--- config.mk ---
export PLATFORM = sky130hd
export DESIGN_NAME = mat_pair_loader_flat
export DESIGN_NICKNAME = d
export VERILOG_FILES = /design/src/rtl/mat_pkg.sv /design/src/rtl/mat_pair_loader_if.sv /design/src/rtl/mat_pair_loader.sv /design/src/flat_wrapper.sv
export SDC_FILE = /design/constraint.sdc
export NUM_CORES = 1
export LEC_CHECK = 0
export ABC_AREA = 0
export CAP_MARGIN = 20
export CORE_MARGIN = 5
export CORE_UTILIZATION = 44
export CTS_CLUSTER_SIZE = 40
export DETAILED_ROUTE_END_ITERATION = 10
export PLACE_DENSITY = 0.76
export SLEW_MARGIN = 40
export SYNTH_ARGS = -nofsm -noshare
export SYNTH_HDL_FRONTEND = slang
export SYNTH_SLANG_ARGS = --single-unit
export TNS_END_PERCENT = 20
--- constraint.sdc ---
create_clock -name clk -period 19.6 [get_ports clk]
set_clock_uncertainty 0.2 [all_clocks]
set_input_delay 3.92 -clock clk [delete_from_list [all_inputs] [get_ports clk]]
set_output_delay 3.92 -clock clk [all_outputs]
set_load 0.05 [all_outputs]
--- src/rtl/mat_pkg.sv ---
// Shared widths, FSM state and slot addressing for the 4x4 matrix datapath.
// Used by the loader, the multiplier and the result stage.
package mat_pkg;

  localparam int DATA_W = 16;
  localparam int DIM    = 4;
  localparam int MAT_W  = DIM * DIM * DATA_W;

  typedef enum logic [1:0] {
    LOAD_A,
    LOAD_B,
    HOLD
  } state_t;

  // MSB of row-major element n in a packed matrix bus
  function automatic int slot_msb(input logic [3:0] n);
    return MAT_W - 1 - DATA_W * int'(n);
  endfunction

endpackage

--- src/rtl/mat_pair_loader_if.sv ---
// Element stream in, packed matrix pair out, for mat_pair_loader.
// Master is the producer/consumer side, slave is the loader.
interface mat_pair_loader_if;
  import mat_pkg::*;

  logic [DATA_W-1:0] elem_data;
  logic              elem_valid;
  logic              elem_ready;
  logic              elem_last;
  logic [MAT_W-1:0]  mat_a;
  logic [MAT_W-1:0]  mat_b;
  logic              mat_valid;
  logic              mat_ready;
  logic              frame_err;

  modport master (
    output elem_data, elem_valid, elem_last, mat_ready,
    input  elem_ready, mat_a, mat_b, mat_valid, frame_err
  );

  modport slave (
    input  elem_data, elem_valid, elem_last, mat_ready,
    output elem_ready, mat_a, mat_b, mat_valid, frame_err
  );

endinterface

--- src/rtl/mat_pair_loader.sv ---
// Packs a 32-element stream into matrices A and B and holds the pair.
// MAT_FRAME_CHECK_EN enables elem_last framing check and frame_err.
module mat_pair_loader #(
  parameter int DATA_W = mat_pkg::DATA_W,
  parameter int DIM    = mat_pkg::DIM
) (
  input logic         clk,
  input logic         rst,
  mat_pair_loader_if.slave bus
);
  import mat_pkg::*;

  localparam int MAT_W = DIM * DIM * DATA_W;

  if (DIM != 4 || MAT_W != mat_pkg::MAT_W) begin : g_bad_dim
    $error("mat_pair_loader: only DIM=4, DATA_W=16 supported");
  end

  state_t           state_q, state_d;
  logic [3:0]       cnt_q, cnt_d;
  logic [MAT_W-1:0] a_q, b_q;
  logic             xfer, bad;
  logic             we_a, we_b;
  logic             err_d, err_q;

  assign xfer           = bus.elem_valid && bus.elem_ready;
  assign bus.elem_ready = (state_q != HOLD);
  assign bus.mat_valid  = (state_q == HOLD);
  assign bus.mat_a      = a_q;
  assign bus.mat_b      = b_q;
  assign bus.frame_err  = err_q;

`ifdef MAT_FRAME_CHECK_EN
  assign bad = xfer &&
    (bus.elem_last != (state_q == LOAD_B && cnt_q == 4'd15));
`else
  logic unused_last;
  assign unused_last = bus.elem_last;
  assign bad = 1'b0;
`endif

  // State, counter and error pulse register
  always_ff @(posedge clk or posedge rst) begin
    if (rst) begin
      state_q <= LOAD_A;
      cnt_q   <= 4'd0;
      err_q   <= 1'b0;
    end else begin
      state_q <= state_d;
      cnt_q   <= cnt_d;
      err_q   <= err_d;
    end
  end

  // Next state: count transfers, drop the pair on a framing error
  always_comb begin
    state_d = state_q;
    cnt_d   = cnt_q;
    we_a    = 1'b0;
    we_b    = 1'b0;
    err_d   = 1'b0;
    unique case (state_q)
      LOAD_A, LOAD_B: begin
        if (bad) begin
          err_d   = 1'b1;
          state_d = LOAD_A;
          cnt_d   = 4'd0;
        end else if (xfer) begin
          we_a  = (state_q == LOAD_A);
          we_b  = (state_q == LOAD_B);
          cnt_d = cnt_q + 4'd1;
          if (cnt_q == 4'd15)
            state_d = (state_q == LOAD_A) ? LOAD_B : HOLD;
        end
      end
      HOLD: begin
        if (bus.mat_ready) begin
          state_d = LOAD_A;
          cnt_d   = 4'd0;
        end
      end
      default: begin
        state_d = LOAD_A;
        cnt_d   = 4'd0;
      end
    endcase
  end

  // Packing registers, written one slot per accepted element
  always_ff @(posedge clk or posedge rst) begin
    if (rst) begin
      a_q <= '0;
      b_q <= '0;
    end else begin
      if (we_a) a_q[slot_msb(cnt_q) -: DATA_W] <= bus.elem_data;
      if (we_b) b_q[slot_msb(cnt_q) -: DATA_W] <= bus.elem_data;
    end
  end

endmodule

--- src/flat_wrapper.sv ---
// flat-port wrapper written by rule: the top's interface ports become plain ports
module mat_pair_loader_flat import mat_pkg::*;
#(
  parameter int DATA_W = mat_pkg::DATA_W,
  parameter int DIM    = mat_pkg::DIM
)
  (clk, rst, bus_elem_data, bus_elem_valid, bus_elem_last, bus_mat_ready, bus_elem_ready, bus_mat_a, bus_mat_b, bus_mat_valid, bus_frame_err);
  mat_pair_loader_if bus_i ();
  input logic clk;
  input logic rst;
  input wire logic [$bits(bus_i.elem_data)-1:0] bus_elem_data;
  input wire logic [$bits(bus_i.elem_valid)-1:0] bus_elem_valid;
  input wire logic [$bits(bus_i.elem_last)-1:0] bus_elem_last;
  input wire logic [$bits(bus_i.mat_ready)-1:0] bus_mat_ready;
  output wire logic [$bits(bus_i.elem_ready)-1:0] bus_elem_ready;
  output wire logic [$bits(bus_i.mat_a)-1:0] bus_mat_a;
  output wire logic [$bits(bus_i.mat_b)-1:0] bus_mat_b;
  output wire logic [$bits(bus_i.mat_valid)-1:0] bus_mat_valid;
  output wire logic [$bits(bus_i.frame_err)-1:0] bus_frame_err;
  assign bus_i.elem_data = bus_elem_data;
  assign bus_i.elem_valid = bus_elem_valid;
  assign bus_i.elem_last = bus_elem_last;
  assign bus_i.mat_ready = bus_mat_ready;
  assign bus_elem_ready = bus_i.elem_ready;
  assign bus_mat_a = bus_i.mat_a;
  assign bus_mat_b = bus_i.mat_b;
  assign bus_mat_valid = bus_i.mat_valid;
  assign bus_frame_err = bus_i.frame_err;
  mat_pair_loader #(.DATA_W(DATA_W), .DIM(DIM)) u_core (.clk(clk), .rst(rst), .bus(bus_i));
endmodule
# After elaboration in Yosys (flattened, before gate mapping)
# Cells that the tools add are included.
# Widths: inputs -> output; s select.
# op_classes
add_sub_neg,3
n_eq_ne,7
n_shift,2
mux,14
n_reduce_logical,5
# op_table
operator,count
$bwmux 256,2
$shift 16x33->271 const A,1
$shiftx 16x33->271,1
$neg 32->33,1
$sub 8x8->9 const A,1
$mux 2,4
$mux 4,2
$pmux 4 s2,1
$add 4x1->4 const B,1
$eq 4x4->1 const B,1
$mux 1,4
$ne 2x1->1 const B,2
$ne 2x2->1 const B,2
$pmux 2 s2,1
$reduce_and 3->1,1
$eq 2x1->1 const B,1
$eq 2x2->1 const B,1
$logic_not 2->1,1
$reduce_and 2->1,1
$reduce_or 2->1,1
$logic_and 1x1->1,1
# totals
reg_bits,518
in_bits,21
output_inout_bits,515
word_cells,35

# Logic depth before layout (Yosys ltp)
# Gate-level depths: netlist of run 1.
# depth
depth_word,5
mapped_depth,9
ltp_nobuf,5

# Worst setup path after synthesis of run 1
# OpenSTA, ideal clock, no wires.
# synth_path
kind,register -> output
from,register u_core.state_q[1]
to,output bus_elem_ready
arrival_time_ns,2.046
t_required_ns,15.480
slack_ns,13.434
stages_incl_launch_ff,5
n_path_buf,2
cell_sequence,dfrtp_1 buf_2 clkbuf_1 nor2b_1 inv_1
# synth_via
elab_chain_len,1
# synth_lines
item,line_no,source
from (decl),mat_pair_loader.sv:19,"state_t state_q, state_d;"
from (signal assigned),mat_pair_loader.sv:49,state_q <= state_d;
$ne 2x2->1,mat_pair_loader.sv:27,assign bus.elem_ready = (state_q != HOLD);
to (decl),flat_wrapper.sv:15,output wire logic [$bits(bus_i.elem_ready)-1:0] bus_elem_ready;
# Every way passes these cells.

# Final worst setup path of run 1
# layout_path
from,register u_core.state_q[0]
to,output bus_elem_ready
# Same word-level chain as after synthesis.

==> results of run 1 <==
## power by group
part	total (mW)	switching, mW	leakage [nW]	internal, mW
clock	1.13	0.436	0.971	0.696
combinational	1.64	1.11	5.34	0.531
sequential	1.42	0.151	7.17	1.27
total	4.19	1.69	13.5	2.50
## per-stage QoR
stage / util / power, mW / cell area, µm²
global route: 0.614 / 4.33 / 28500
CTS: 0.614 / 4.22 / 28500
global placement: 0.568 / 3.04 / 26400
detailed placement: 0.571 / 3.08 / 26500
finish: 0.614 / 4.19 / 28500
floorplan: - / 2.45 / 20600
## cells in the mapped netlist, types with 2 or more instances
| cell type | number |
|---|---|
| sky130_fd_sc_hd__clkbuf_1 | 13 |
| sky130_fd_sc_hd__and3_1 | 2 |
| sky130_fd_sc_hd__nor2b_1 | 7 |
| sky130_fd_sc_hd__nand2_2 | 6 |
| sky130_fd_sc_hd__nand4bb_1 | 2 |
| sky130_fd_sc_hd__inv_1 | 4 |
| sky130_fd_sc_hd__o31ai_1 | 2 |
| sky130_fd_sc_hd__buf_6 | 9 |
| sky130_fd_sc_hd__nor2_4 | 2 |
| sky130_fd_sc_hd__nand4_1 | 2 |
| sky130_fd_sc_hd__dfrtp_1 | 518 |
| sky130_fd_sc_hd__nor2_2 | 10 |
| sky130_fd_sc_hd__or3_1 | 2 |
| sky130_fd_sc_hd__nor3_1 | 4 |
| sky130_fd_sc_hd__nand4b_4 | 3 |
| sky130_fd_sc_hd__buf_2 | 30 |
| sky130_fd_sc_hd__a21oi_1 | 2 |
| sky130_fd_sc_hd__and2_1 | 26 |
| sky130_fd_sc_hd__mux2_2 | 512 |
| sky130_fd_sc_hd__nor2_1 | 119 |
| sky130_fd_sc_hd__ha_1 | 5 |
| sky130_fd_sc_hd__and4bb_1 | 2 |
| sky130_fd_sc_hd__nand2_1 | 29 |
| sky130_fd_sc_hd__and4bb_2 | 2 |
| sky130_fd_sc_hd__o21ai_0 | 3 |
| sky130_fd_sc_hd__nand2b_1 | 23 |
| sky130_fd_sc_hd__buf_4 | 12 |
## final timing paths
kind,end,from,slack (ns)
worst max register to register,u_core.bus.mat_a[168]$_DFFE_PP0P_,u_core.cnt_q[1]$_DFFE_PP0P_,16.73
worst min register to register,u_core.bus.mat_a[14]$_DFFE_PP0P_,u_core.bus.mat_a[14]$_DFFE_PP0P_,0.30
min in group asynchronous,u_core.bus.mat_b[155]$_DFFE_PP0P_,rst,3.66
worst max-delay path,bus_elem_ready,u_core.state_q[0]$_DFFE_PP0P_,12.86
max in group asynchronous,u_core.bus.mat_a[214]$_DFFE_PP0P_,rst,13.60
worst min-delay path,u_core.bus.mat_a[14]$_DFFE_PP0P_,u_core.bus.mat_a[14]$_DFFE_PP0P_,0.30
## state kept, by name, summed over array words and instances (netlist names)
name and cells:
u_core.bus.mat_b 256, u_core.bus.mat_a 256, u_core.cnt_q 4, u_core.state_q 2
## worst reg2reg max path: cells and delay by family (launching register included)
kind | cells | cell delay, ns
adders and majority gates | 1 | 0.26
buffers and inverters | 1 | 0.17
DFF | 1 | 0.77
muxes | 1 | 0.44
and+or+nand+nor | 2 | 0.92
## area by class of cell
cell class              count  area, µm²
fillers                  3518      17900
clock inverters            25        432
clock buffers              73       1540
multi-input cells         777       7310
repair buffers            543       5480
flip-flops and latches    518      13000
diodes                      2       5.00
well taps                 607        759
inverters                   4       27.5
## routing by layer
| layer | vias up | global-route usage |
|---|---|---|
| met3 | 151 | 0.0719 |
| met2 | 470 | 0.432 |
| met5 | - | 0 |
| met1 | 7119 | 0.325 |
| met4 | 4 | 0.106 |
| li1 | 5813 | - |
## kinds of logic (layout without fill, tap and decap cells)
| family | Yosys count | count (layout) | share of synthesized area |
|---|---|---|---|
| compound gates | 9 | 9 | 0.00267 |
| xor+xnor | 1 | 1 | 0.000425 |
| fa+ha+maj | 5 | 5 | 0.00304 |
| buf+inv | 69 | 645 | 0.0199 |
| flops | 518 | 518 | 0.629 |
| mux | 512 | 512 | 0.280 |
| other cells | 1 | 3 | 0.000182 |
| simple gates | 249 | 249 | 0.0644 |
==> run_summary.xml, run 1 <==
<?xml version="1.0" encoding="UTF-8"?>
<metrics>
  <group name="timing">
    <metric name="maxClockFrequency" unit="GHz">0.148</metric>
    <metric name="slew_viols_final" unit="">0</metric>
    <metric name="tightest_slew" unit="ns">0.865</metric>
    <metric name="holdWs" unit="ns">0.304</metric>
    <metric name="timing.final.ws_setup" unit="ns">12.86</metric>
    <metric name="worst_slew_margin_rel" unit="">0.422</metric>
    <metric name="share_of_the_cycle_needed_by_the_critical_path_after_routing" unit="">0.344</metric>
    <metric name="hold_fails_final_rpt" unit="">0</metric>
    <metric name="report.final.setup_viol" unit="">0</metric>
    <metric name="setup_total_negative_slack" unit="ns">0</metric>
    <metric name="rsz0062_at_grt" unit="">no</metric>
    <metric name="period_minus_slack" unit="ns">6.74</metric>
  </group>
  <group name="drt">
    <metric name="detail_route.vias_per_cell" unit="">5.32</metric>
    <metric name="top_layer_used" unit="">met5</metric>
    <metric name="met1Wirelength" unit="mm">26.8</metric>
    <metric name="detail-route-antenna-nets" unit="">0</metric>
    <metric name="drtPass1Iterations" unit="">4</metric>
    <metric name="met2_wirelength" unit="mm">33.3</metric>
    <metric name="drc" unit="">0</metric>
    <metric name="routed_length_per_placed_instance" unit="µm">26.8</metric>
    <metric name="detailroute.via_count" unit="">13600</metric>
    <metric name="first_iter_violations" unit="">708</metric>
    <metric name="wl" unit="mm">68.2</metric>
    <metric name="dr_wl_met3" unit="mm">4.98</metric>
  </group>
  <group name="setup_path">
    <metric name="worst_path_max_delay_cell" unit="">sky130_fd_sc_hd__clkdlybuf4s50_1</metric>
    <metric name="critical_path_arrival" unit="ns">2.62</metric>
    <metric name="path_cells" unit="">nor2b_1 &gt; inv_1 &gt; clkdlybuf4s50_1</metric>
    <metric name="number_of_buffers_and_inverters_on_the_critical_path" unit="">2</metric>
    <metric name="timing.critical_path.to_type" unit="">output port</metric>
    <metric name="path_class" unit="">register to output port</metric>
    <metric name="crit_path_max_incr_delay" unit="ns">0.90</metric>
    <metric name="cp_max_fo" unit="">15</metric>
    <metric name="worst-r2r-cell-count" unit="">5</metric>
    <metric name="startpoint_type" unit="">register</metric>
    <metric name="timing.critical_path.required" unit="ns">15.48</metric>
    <metric name="critical_path.top_delay_family" unit="">buffers and inverters</metric>
    <metric name="cp_num_cells" unit="">3</metric>
  </group>
  <group name="floorplanning">
    <metric name="floorplan.die_area" unit="mm²">0.0512</metric>
    <metric name="placeableCoreArea" unit="mm²">0.0465</metric>
    <metric name="initial_cell_density_of_the_core" unit="">0.443</metric>
    <metric name="die_height" unit="µm">226</metric>
    <metric name="fp-row-count" unit="">79</metric>
    <metric name="boundaryPins" unit="">536</metric>
    <metric name="dieWidth" unit="µm">226</metric>
  </group>
  <group name="global_routing">
    <metric name="grt_pass1_vias" unit="">14600</metric>
    <metric name="grt_max_degree" unit="">126</metric>
    <metric name="gr-usage-all-layers" unit="">0.260</metric>
    <metric name="antenna_found_initial" unit="">3</metric>
    <metric name="globalRoute.totalOverflow" unit="">0</metric>
    <metric name="grt_first_pass_wirelength" unit="mm">98.8</metric>
  </group>
  <group name="synthesis">
    <metric name="ys.flop_type" unit="">sky130_fd_sc_hd__dfrtp_1</metric>
    <metric name="ys_ff_latch" unit="">518</metric>
    <metric name="yosysSeqAreaShare" unit="">0.629</metric>
    <metric name="yosys_warnings" unit="">0</metric>
    <metric name="synth_enable_flop_cells" unit="">0</metric>
    <metric name="synthCells" unit="">1364</metric>
    <metric name="biggest_area_consumer_among_synthesized_cells" unit="">sky130_fd_sc_hd__dfrtp_1</metric>
    <metric name="asyncSetResetFlopFracSynth" unit="">1.00</metric>
    <metric name="netlist_top_cells_area" unit="">sky130_fd_sc_hd__dfrtp_1 63%, sky130_fd_sc_hd__mux2_2 28%, sky130_fd_sc_hd__nor2_1 2.2%</metric>
    <metric name="post_synthesis_instance_area" unit="mm²">0.0206</metric>
    <metric name="yosys.cell_types.count" unit="">40</metric>
    <metric name="synth.top_cell.area_share" unit="">0.629</metric>
    <metric name="synthesis.area_per_instance" unit="µm²">15.1</metric>
    <metric name="synth_fp_nets" unit="">1390</metric>
  </group>
  <group name="power_and_ir_drop">
    <metric name="static-leakage-power" unit="nW">13.5</metric>
    <metric name="power_density" unit="mW/mm²">147</metric>
    <metric name="peakVddDrop" unit="V">0.0000880</metric>
  </group>
  <group name="placed_design">
    <metric name="placed_cells" unit="">2449</metric>
    <metric name="dp_slack" unit="ns">12.80</metric>
    <metric name="globalplace.congestion" unit="">0.818</metric>
    <metric name="dpl.hpwl" unit="mm">49.4</metric>
    <metric name="io_port_bufs" unit="">533</metric>
  </group>
  <group name="cts">
    <metric name="h-tree-depth" unit="">2</metric>
    <metric name="postCtsHoldBufs" unit="">0</metric>
    <metric name="path_clk_slew" unit="ns">0.06</metric>
    <metric name="cts_sinks" unit="">518</metric>
    <metric name="clockRootBuffer" unit="">sky130_fd_sc_hd__clkbuf_16</metric>
    <metric name="clock_insertion_delay_at_the_later_pin_of_the_skew_report" unit="ns">0.60</metric>
    <metric name="cts_max_path_buffers" unit="">3</metric>
    <metric name="clock_tree_from_tritoncts" unit="">built</metric>
    <metric name="postCtsResizedCells" unit="">0</metric>
    <metric name="cts_made_buffers" unit="">53</metric>
    <metric name="post_cts_setup_driven_buffer_insertion_count" unit="">0</metric>
  </group>
  <group name="cells_and_area">
    <metric name="final_net_count" unit="">1923</metric>
    <metric name="layout_common_cells" unit="">533 x sky130_fd_sc_hd__clkdlybuf4s50_1, 516 x sky130_fd_sc_hd__dfrtp_1, 512 x sky130_fd_sc_hd__mux2_2</metric>
    <metric name="layoutNonFillerInstCount" unit="">2549</metric>
    <metric name="commonest_non_fill_non_tap_cell_in_the_layout" unit="">sky130_fd_sc_hd__clkdlybuf4s50_1</metric>
    <metric name="flow.area_growth_from_synthesis" unit="%">38.5</metric>
    <metric name="fraction_of_layout_cells_with_a_size_suffix_above_1" unit="">0.340</metric>
  </group>
  <group name="hold_path">
    <metric name="hold_class" unit="">register to register</metric>
    <metric name="timing.hold.worst_path_depth" unit="">1</metric>
  </group>
  <group name="job">
    <metric name="drv.max_cap_violation_count" unit="">0</metric>
  </group>
  <group name="outcome">
    <metric name="status" unit="">completed</metric>
  </group>
</metrics>
Note: power is estimated with default switching activity, not from simulation.
==> run 2, diff against run 1 <==
==> constraint.sdc (replaced) <==
create_clock -name clk -period 5.65 [get_ports clk]
set_clock_uncertainty 0.2 [all_clocks]
set_input_delay 1.13 -clock clk [delete_from_list [all_inputs] [get_ports clk]]
set_output_delay 1.13 -clock clk [all_outputs]
set_load 0.05 [all_outputs]
==> run_summary.xml, run 2 (synthesis gave the netlist of run 1 again) <==
<?xml version="1.0" encoding="UTF-8"?>
<metrics>
  <group name="outcome">
    <metric name="status" unit="">completed</metric>
  </group>
  <group name="placed_design">
    <metric name="dp_slack" unit="ns">1.64</metric>
    <metric name="io_port_bufs" unit="">533</metric>
    <metric name="dpl.hpwl" unit="mm">49.7</metric>
    <metric name="dpl_cell_area" unit="mm²">0.0266</metric>
    <metric name="globalplace.congestion" unit="">0.806</metric>
    <metric name="placed_cells" unit="">2453</metric>
  </group>
  <group name="floorplanning">
    <metric name="die_height" unit="µm">226</metric>
    <metric name="placeableCoreArea" unit="mm²">0.0465</metric>
    <metric name="dieWidth" unit="µm">226</metric>
    <metric name="initial_cell_density_of_the_core" unit="">0.443</metric>
    <metric name="fp-row-count" unit="">79</metric>
    <metric name="boundaryPins" unit="">536</metric>
    <metric name="floorplan.die_area" unit="mm²">0.0512</metric>
  </group>
  <group name="drt">
    <metric name="drc" unit="">0</metric>
    <metric name="drtPass1Iterations" unit="">4</metric>
    <metric name="routed_length_per_placed_instance" unit="µm">26.4</metric>
    <metric name="first_iter_violations" unit="">685</metric>
    <metric name="detail_route.vias_per_cell" unit="">5.24</metric>
    <metric name="wl" unit="mm">67.4</metric>
    <metric name="detail-route-antenna-nets" unit="">0</metric>
    <metric name="detailroute.via_count" unit="">13400</metric>
  </group>
  <group name="cells_and_area">
    <metric name="final_net_count" unit="">1929</metric>
    <metric name="final_core_utilization" unit="">0.611</metric>
    <metric name="layout_common_cells" unit="">533 x sky130_fd_sc_hd__clkdlybuf4s50_1, 516 x sky130_fd_sc_hd__dfrtp_1, 512 x sky130_fd_sc_hd__mux2_2</metric>
    <metric name="final_design_instance_area_without_fill" unit="mm²">0.0284</metric>
    <metric name="commonest_non_fill_non_tap_cell_in_the_layout" unit="">sky130_fd_sc_hd__clkdlybuf4s50_1</metric>
    <metric name="final-seq-area" unit="mm²">0.0130</metric>
    <metric name="flow.area_growth_from_synthesis" unit="%">37.8</metric>
    <metric name="multi_input_comb_area" unit="mm²">0.00731</metric>
    <metric name="fraction_of_layout_cells_with_a_size_suffix_above_1" unit="">0.337</metric>
    <metric name="layoutNonFillerInstCount" unit="">2554</metric>
    <metric name="layout.filler_cells" unit="">3577</metric>
  </group>
  <group name="global_routing">
    <metric name="grt_max_degree" unit="">165</metric>
    <metric name="grt_pass1_vias" unit="">14400</metric>
    <metric name="antenna_found_initial" unit="">6</metric>
    <metric name="gr-usage-all-layers" unit="">0.258</metric>
    <metric name="globalRoute.totalOverflow" unit="">0</metric>
    <metric name="grt_first_pass_wirelength" unit="mm">98.6</metric>
  </group>
  <group name="timing">
    <metric name="report.final.setup_viol" unit="">0</metric>
    <metric name="rsz0062_at_grt" unit="">no</metric>
    <metric name="slew_viols_final" unit="">0</metric>
    <metric name="hold_fails_final_rpt" unit="">0</metric>
    <metric name="share_of_the_cycle_needed_by_the_critical_path_after_routing" unit="">0.686</metric>
    <metric name="holdWs" unit="ns">0.303</metric>
    <metric name="maxClockFrequency" unit="GHz">0.258</metric>
    <metric name="period_minus_slack" unit="ns">3.88</metric>
    <metric name="timing.final.ws_setup" unit="ns">1.77</metric>
    <metric name="worst_slew_margin_rel" unit="">0.469</metric>
    <metric name="setup_total_negative_slack" unit="ns">0</metric>
    <metric name="tightest_slew" unit="ns">0.797</metric>
  </group>
  <group name="power_and_ir_drop">
    <metric name="fin_total_pwr" unit="mW">14.1</metric>
    <metric name="power_frac_comb" unit="">0.404</metric>
    <metric name="sequentialPowerShare" unit="">0.347</metric>
    <metric name="swShare" unit="">0.412</metric>
    <metric name="internal_power" unit="mW">8.32</metric>
    <metric name="power_density" unit="mW/mm²">499</metric>
    <metric name="net-switching-power" unit="mW">5.83</metric>
    <metric name="peakVddDrop" unit="V">0.000346</metric>
    <metric name="static-leakage-power" unit="nW">13.4</metric>
    <metric name="power.clock.fraction" unit="">0.249</metric>
  </group>
  <group name="job">
    <metric name="drv.max_cap_violation_count" unit="">0</metric>
  </group>
  <group name="hold_path">
    <metric name="hold_class" unit="">register to register</metric>
  </group>
  <group name="setup_path">
    <metric name="timing.critical_path.required" unit="ns">4.32</metric>
    <metric name="startpoint_type" unit="">register</metric>
    <metric name="critical_path_arrival" unit="ns">2.55</metric>
    <metric name="timing.critical_path.to_type" unit="">output port</metric>
    <metric name="cp_max_fo" unit="">21</metric>
    <metric name="path_class" unit="">register to output port</metric>
  </group>
  <group name="cts">
    <metric name="cts_max_path_buffers" unit="">3</metric>
    <metric name="clock_insertion_delay_at_the_later_pin_of_the_skew_report" unit="ns">0.60</metric>
    <metric name="clockRootBuffer" unit="">sky130_fd_sc_hd__clkbuf_16</metric>
    <metric name="postCtsHoldBufs" unit="">0</metric>
    <metric name="clock_tree_from_tritoncts" unit="">built</metric>
    <metric name="path_clk_slew" unit="ns">0.06</metric>
    <metric name="post_cts_setup_driven_buffer_insertion_count" unit="">0</metric>
    <metric name="h-tree-depth" unit="">2</metric>
    <metric name="cts_made_buffers" unit="">53</metric>
    <metric name="cts_sinks" unit="">518</metric>
    <metric name="postCtsResizedCells" unit="">0</metric>
  </group>
</metrics>
[run 2: final timing paths]
kind / startpoint / to / slack (ns) / cells past startpoint
setup reg to reg: u_core.cnt_q[0]$_DFFE_PP0P_ / u_core.bus.mat_b[227]$_DFFE_PP0P_ / 2.89 / 4
setup / recovery: u_core.state_q[1]$_DFFE_PP0P_ / bus_mat_valid / 1.77 / 2
max in group asynchronous: rst / u_core.bus.mat_a[151]$_DFFE_PP0P_ / 3.15 / 4
hold reg to reg: u_core.bus.mat_a[210]$_DFFE_PP0P_ / u_core.bus.mat_a[210]$_DFFE_PP0P_ / 0.30 / 1
hold / removal: u_core.bus.mat_a[210]$_DFFE_PP0P_ / u_core.bus.mat_a[210]$_DFFE_PP0P_ / 0.30 / 1
min in group asynchronous: rst / u_core.bus.mat_a[247]$_DFFE_PP0P_ / 0.80 / 2
[run 2: cell type report]
type,count,area share
multi-input combinational,777,0.258
clock inverter,18,0.00688
inverter,4,0.000662
antenna,2,0.000176
clock buffer,79,0.0548
timing repair buffer,549,0.196
tap,607,0.0268
sequential,518,0.457
[run 2: critical path, cell delays in order, from the launching register on]
cell and delay [ns]:
sky130_fd_sc_hd__dfrtp_1 0.78, sky130_fd_sc_hd__nor2b_1 0.25, sky130_fd_sc_hd__clkdlybuf4s50_1 0.91
[run 2: power groups by stage]
stage | clock network [mW] | registers (mW) | logic (mW)
finish | 3.53 | 4.91 | 5.71
CTS | 3.58 | 4.92 | 5.72
detailed placement | 0 | 4.98 | 5.70
global placement | 0 | 4.94 | 5.62
global route | 3.73 | 4.99 | 5.91
floorplan | 0 | 7.25 | 1.26
[run 2: routing by layer]
| layer | part of all wire | track usage | wire (µm) |
|---|---|---|---|
| met1 | 0.39 | 0.324 | 26300 |
| met2 | 0.50 | 0.438 | 33900 |
| met3 | 0.075 | 0.0755 | 5030 |
| met4 | 0.032 | 0.0780 | 2180 |
| met5 | 0.00037 | 0 | 25 |
==> run 3, diff against run 2 <==
--- a/config.mk
+++ b/config.mk
@@ -8,10 +8,10 @@
 export ABC_AREA = 0
 export CAP_MARGIN = 20
 export CORE_MARGIN = 5
-export CORE_UTILIZATION = 44
+export CORE_UTILIZATION = 49
 export CTS_CLUSTER_SIZE = 40
 export DETAILED_ROUTE_END_ITERATION = 10
-export PLACE_DENSITY = 0.76
+export PLACE_DENSITY = 0.8
 export SLEW_MARGIN = 40
 export SYNTH_ARGS = -nofsm -noshare
 export SYNTH_HDL_FRONTEND = slang
==> constraint.sdc (replaced) <==
create_clock -name clk -period 3.94 [get_ports clk]
set_clock_uncertainty 0.2 [all_clocks]
set_input_delay 0.788 -clock clk [delete_from_list [all_inputs] [get_ports clk]]
set_output_delay 0.788 -clock clk [all_outputs]
set_load 0.05 [all_outputs]
==> run_summary.xml, run 3 (synthesis gave the netlist of run 1 again) <==
<?xml version="1.0" encoding="UTF-8"?>
<metrics>
  <group name="outcome">
    <metric name="status" unit="">completed</metric>
  </group>
  <group name="setup_path">
    <metric name="r2r_end" unit="">u_core.bus.mat_b[229]$_DFFE_PP0P_</metric>
    <metric name="timing.critical_path.to_type" unit="">output port</metric>
    <metric name="worst-r2r-cell-count" unit="">5</metric>
    <metric name="r2r-start" unit="">u_core.cnt_q[1]$_DFFE_PP0P_</metric>
    <metric name="critical_path_arrival" unit="ns">2.48</metric>
    <metric name="cp_max_fo" unit="">21</metric>
    <metric name="path_class" unit="">register to output port</metric>
    <metric name="worst-r2r-setup-slack" unit="ns">1.12</metric>
    <metric name="startpoint_type" unit="">register</metric>
    <metric name="timing.critical_path.required" unit="ns">2.95</metric>
  </group>
  <group name="cells_and_area">
    <metric name="final_net_count" unit="">1960</metric>
    <metric name="fraction_of_layout_cells_with_a_size_suffix_above_1" unit="">0.337</metric>
    <metric name="layout_common_cells" unit="">533 x sky130_fd_sc_hd__clkdlybuf4s50_1, 517 x sky130_fd_sc_hd__dfrtp_1, 512 x sky130_fd_sc_hd__mux2_2</metric>
    <metric name="antenna_cells" unit="">0</metric>
    <metric name="commonest_non_fill_non_tap_cell_in_the_layout" unit="">sky130_fd_sc_hd__clkdlybuf4s50_1</metric>
    <metric name="flow.area_growth_from_synthesis" unit="%">37.6</metric>
  </group>
  <group name="floorplanning">
    <metric name="floorplan.die_area" unit="mm²">0.0462</metric>
    <metric name="fp-row-count" unit="">75</metric>
    <metric name="boundaryPins" unit="">536</metric>
    <metric name="placeableCoreArea" unit="mm²">0.0418</metric>
    <metric name="initial_cell_density_of_the_core" unit="">0.493</metric>
    <metric name="die_height" unit="µm">215</metric>
    <metric name="dieWidth" unit="µm">215</metric>
  </group>
  <group name="global_routing">
    <metric name="grt_first_pass_wirelength" unit="mm">101</metric>
    <metric name="antenna_found_initial" unit="">2</metric>
    <metric name="grt_use_met2" unit="">0.476</metric>
    <metric name="grt_use_met1" unit="">0.365</metric>
    <metric name="gr-usage-all-layers" unit="">0.287</metric>
    <metric name="routing_usage_on_met3" unit="">0.0694</metric>
    <metric name="grt_pass1_vias" unit="">15000</metric>
    <metric name="globalRoute.totalOverflow" unit="">0</metric>
    <metric name="grt_max_degree" unit="">110</metric>
    <metric name="globalRoute.busiestLayer" unit="">met2</metric>
  </group>
  <group name="drt">
    <metric name="detail-route-antenna-nets" unit="">0</metric>
    <metric name="drc" unit="">0</metric>
    <metric name="detail_route.vias_per_cell" unit="">5.48</metric>
    <metric name="drtPass1Iterations" unit="">6</metric>
    <metric name="wl" unit="mm">67.3</metric>
    <metric name="detailroute.via_count" unit="">13800</metric>
    <metric name="routed_length_per_placed_instance" unit="µm">26.8</metric>
    <metric name="first_iter_violations" unit="">881</metric>
  </group>
  <group name="cts">
    <metric name="clock_insertion_delay_at_the_later_pin_of_the_skew_report" unit="ns">0.59</metric>
    <metric name="cts_max_path_buffers" unit="">3</metric>
    <metric name="postCtsResizedCells" unit="">0</metric>
    <metric name="h-tree-depth" unit="">2</metric>
    <metric name="cts_sinks" unit="">518</metric>
    <metric name="clock_tree_from_tritoncts" unit="">built</metric>
    <metric name="post_cts_setup_driven_buffer_insertion_count" unit="">0</metric>
    <metric name="clockRootBuffer" unit="">sky130_fd_sc_hd__clkbuf_16</metric>
    <metric name="postCtsHoldBufs" unit="">0</metric>
    <metric name="cts_made_buffers" unit="">53</metric>
    <metric name="path_clk_slew" unit="ns">0.06</metric>
  </group>
  <group name="timing">
    <metric name="tightest_slew" unit="ns">0.846</metric>
    <metric name="hold_fails_final_rpt" unit="">0</metric>
    <metric name="report.final.setup_viol" unit="">0</metric>
    <metric name="timing.final.ws_setup" unit="ns">0.469</metric>
    <metric name="worst_slew_margin_rel" unit="">0.436</metric>
    <metric name="setup_total_negative_slack" unit="ns">0</metric>
    <metric name="slew_viols_final" unit="">0</metric>
    <metric name="rsz0062_at_grt" unit="">no</metric>
    <metric name="share_of_the_cycle_needed_by_the_critical_path_after_routing" unit="">0.881</metric>
    <metric name="period_minus_slack" unit="ns">3.47</metric>
    <metric name="maxClockFrequency" unit="GHz">0.288</metric>
  </group>
  <group name="hold_path">
    <metric name="holdCritStartpoint" unit="">u_core.bus.mat_a[110]$_DFFE_PP0P_</metric>
    <metric name="hold_class" unit="">register to register</metric>
    <metric name="timing.hold.worst_path_depth" unit="">1</metric>
    <metric name="hold_end" unit="">u_core.bus.mat_a[110]$_DFFE_PP0P_</metric>
  </group>
  <group name="placed_design">
    <metric name="globalplace.congestion" unit="">0.827</metric>
    <metric name="dp_slack" unit="ns">0.695</metric>
    <metric name="dpl.hpwl" unit="mm">50.3</metric>
    <metric name="io_port_bufs" unit="">533</metric>
  </group>
  <group name="power_and_ir_drop">
    <metric name="static-leakage-power" unit="nW">13.5</metric>
    <metric name="power_density" unit="mW/mm²">711</metric>
    <metric name="peakVddDrop" unit="V">0.000488</metric>
  </group>
  <group name="job">
    <metric name="drv.max_cap_violation_count" unit="">0</metric>
  </group>
</metrics>
-- run 3: cell count changes in the layout (fill, tap and decap cells not counted), moves of 3 or more --
cell | previous run | this run
sky130_fd_sc_hd__nor2_4 | 11 | 2
sky130_fd_sc_hd__nand2_2 | 13 | 6
sky130_fd_sc_hd__clkbuf_1 | 13 | 20
sky130_fd_sc_hd__buf_4 | 7 | 41
sky130_fd_sc_hd__nand2_1 | 22 | 29
sky130_fd_sc_hd__clkinv_2 | 10 | 4
sky130_fd_sc_hd__inv_6 | 4 | 1
sky130_fd_sc_hd__nor2_2 | 2 | 11
-- run 3: per-layer routing --
metal	routed length, µm	up-vias
met3	4620	148
met2	33100	518
li1	-	5889
met1	26300	7218
met4	3240	4
met5	27	-
-- run 3: stage by stage --
stage	power, mW	area, µm²	util	instances	hold slack, ns
2_1_floorplan	12.2	20600	-	1364	0.503
3_3_place_gp	15.2	26600	0.638	2418	0.289
3_5_place_dp	15.4	26600	0.638	2418	0.293
4_1_cts	20.3	28300	0.678	2513	0.306
5_1_grt	20.8	28300	0.678	2513	0.314
6_report	20.1	28300	0.678	2513	0.302
-- run 3: where the power goes --
| group | internal (mW) | leakage (nW) | total [mW] | switching [mW] |
|---|---|---|---|---|
| clock | 2.82 | 0.823 | 4.87 | 2.05 |
| combinational | 2.68 | 5.50 | 8.24 | 5.56 |
| sequential | 6.33 | 7.17 | 7.03 | 0.709 |
| total | 11.8 | 13.5 | 20.1 | 8.32 |
-- run 3: worst max-delay path, stage by stage (launching register included) --
cell                              delay [ns]
sky130_fd_sc_hd__dfrtp_1                0.76
sky130_fd_sc_hd__nor2b_1                0.26
sky130_fd_sc_hd__clkdlybuf4s50_1        0.88
-- run 3: cell type report --
type	instances	area [µm²]
clock buffer	86	1590
clock inverter	9	93.8
fill	2953	13400
inverter	4	18.8
multi-input combinational	777	7230
sequential	518	13000
tap	539	674
timing repair buffer	580	5760
-- run 3: how the worst max path moves through the flow --
stage / startpoint / endpoint / slack [ns]
floorplan: rst / u_core.bus.mat_a[0]$_DFFE_PP0P_ / -4.08
global placement: bus_elem_valid / u_core.bus.mat_a[143]$_DFFE_PP0P_ / 0.71
detailed placement: bus_elem_valid / u_core.bus.mat_a[188]$_DFFE_PP0P_ / 0.69
CTS: u_core.state_q[1]$_DFFE_PP0P_ / bus_mat_valid / 0.44
global route: u_core.state_q[1]$_DFFE_PP0P_ / bus_mat_valid / 0.32
finish: u_core.state_q[1]$_DFFE_PP0P_ / bus_mat_valid / 0.47
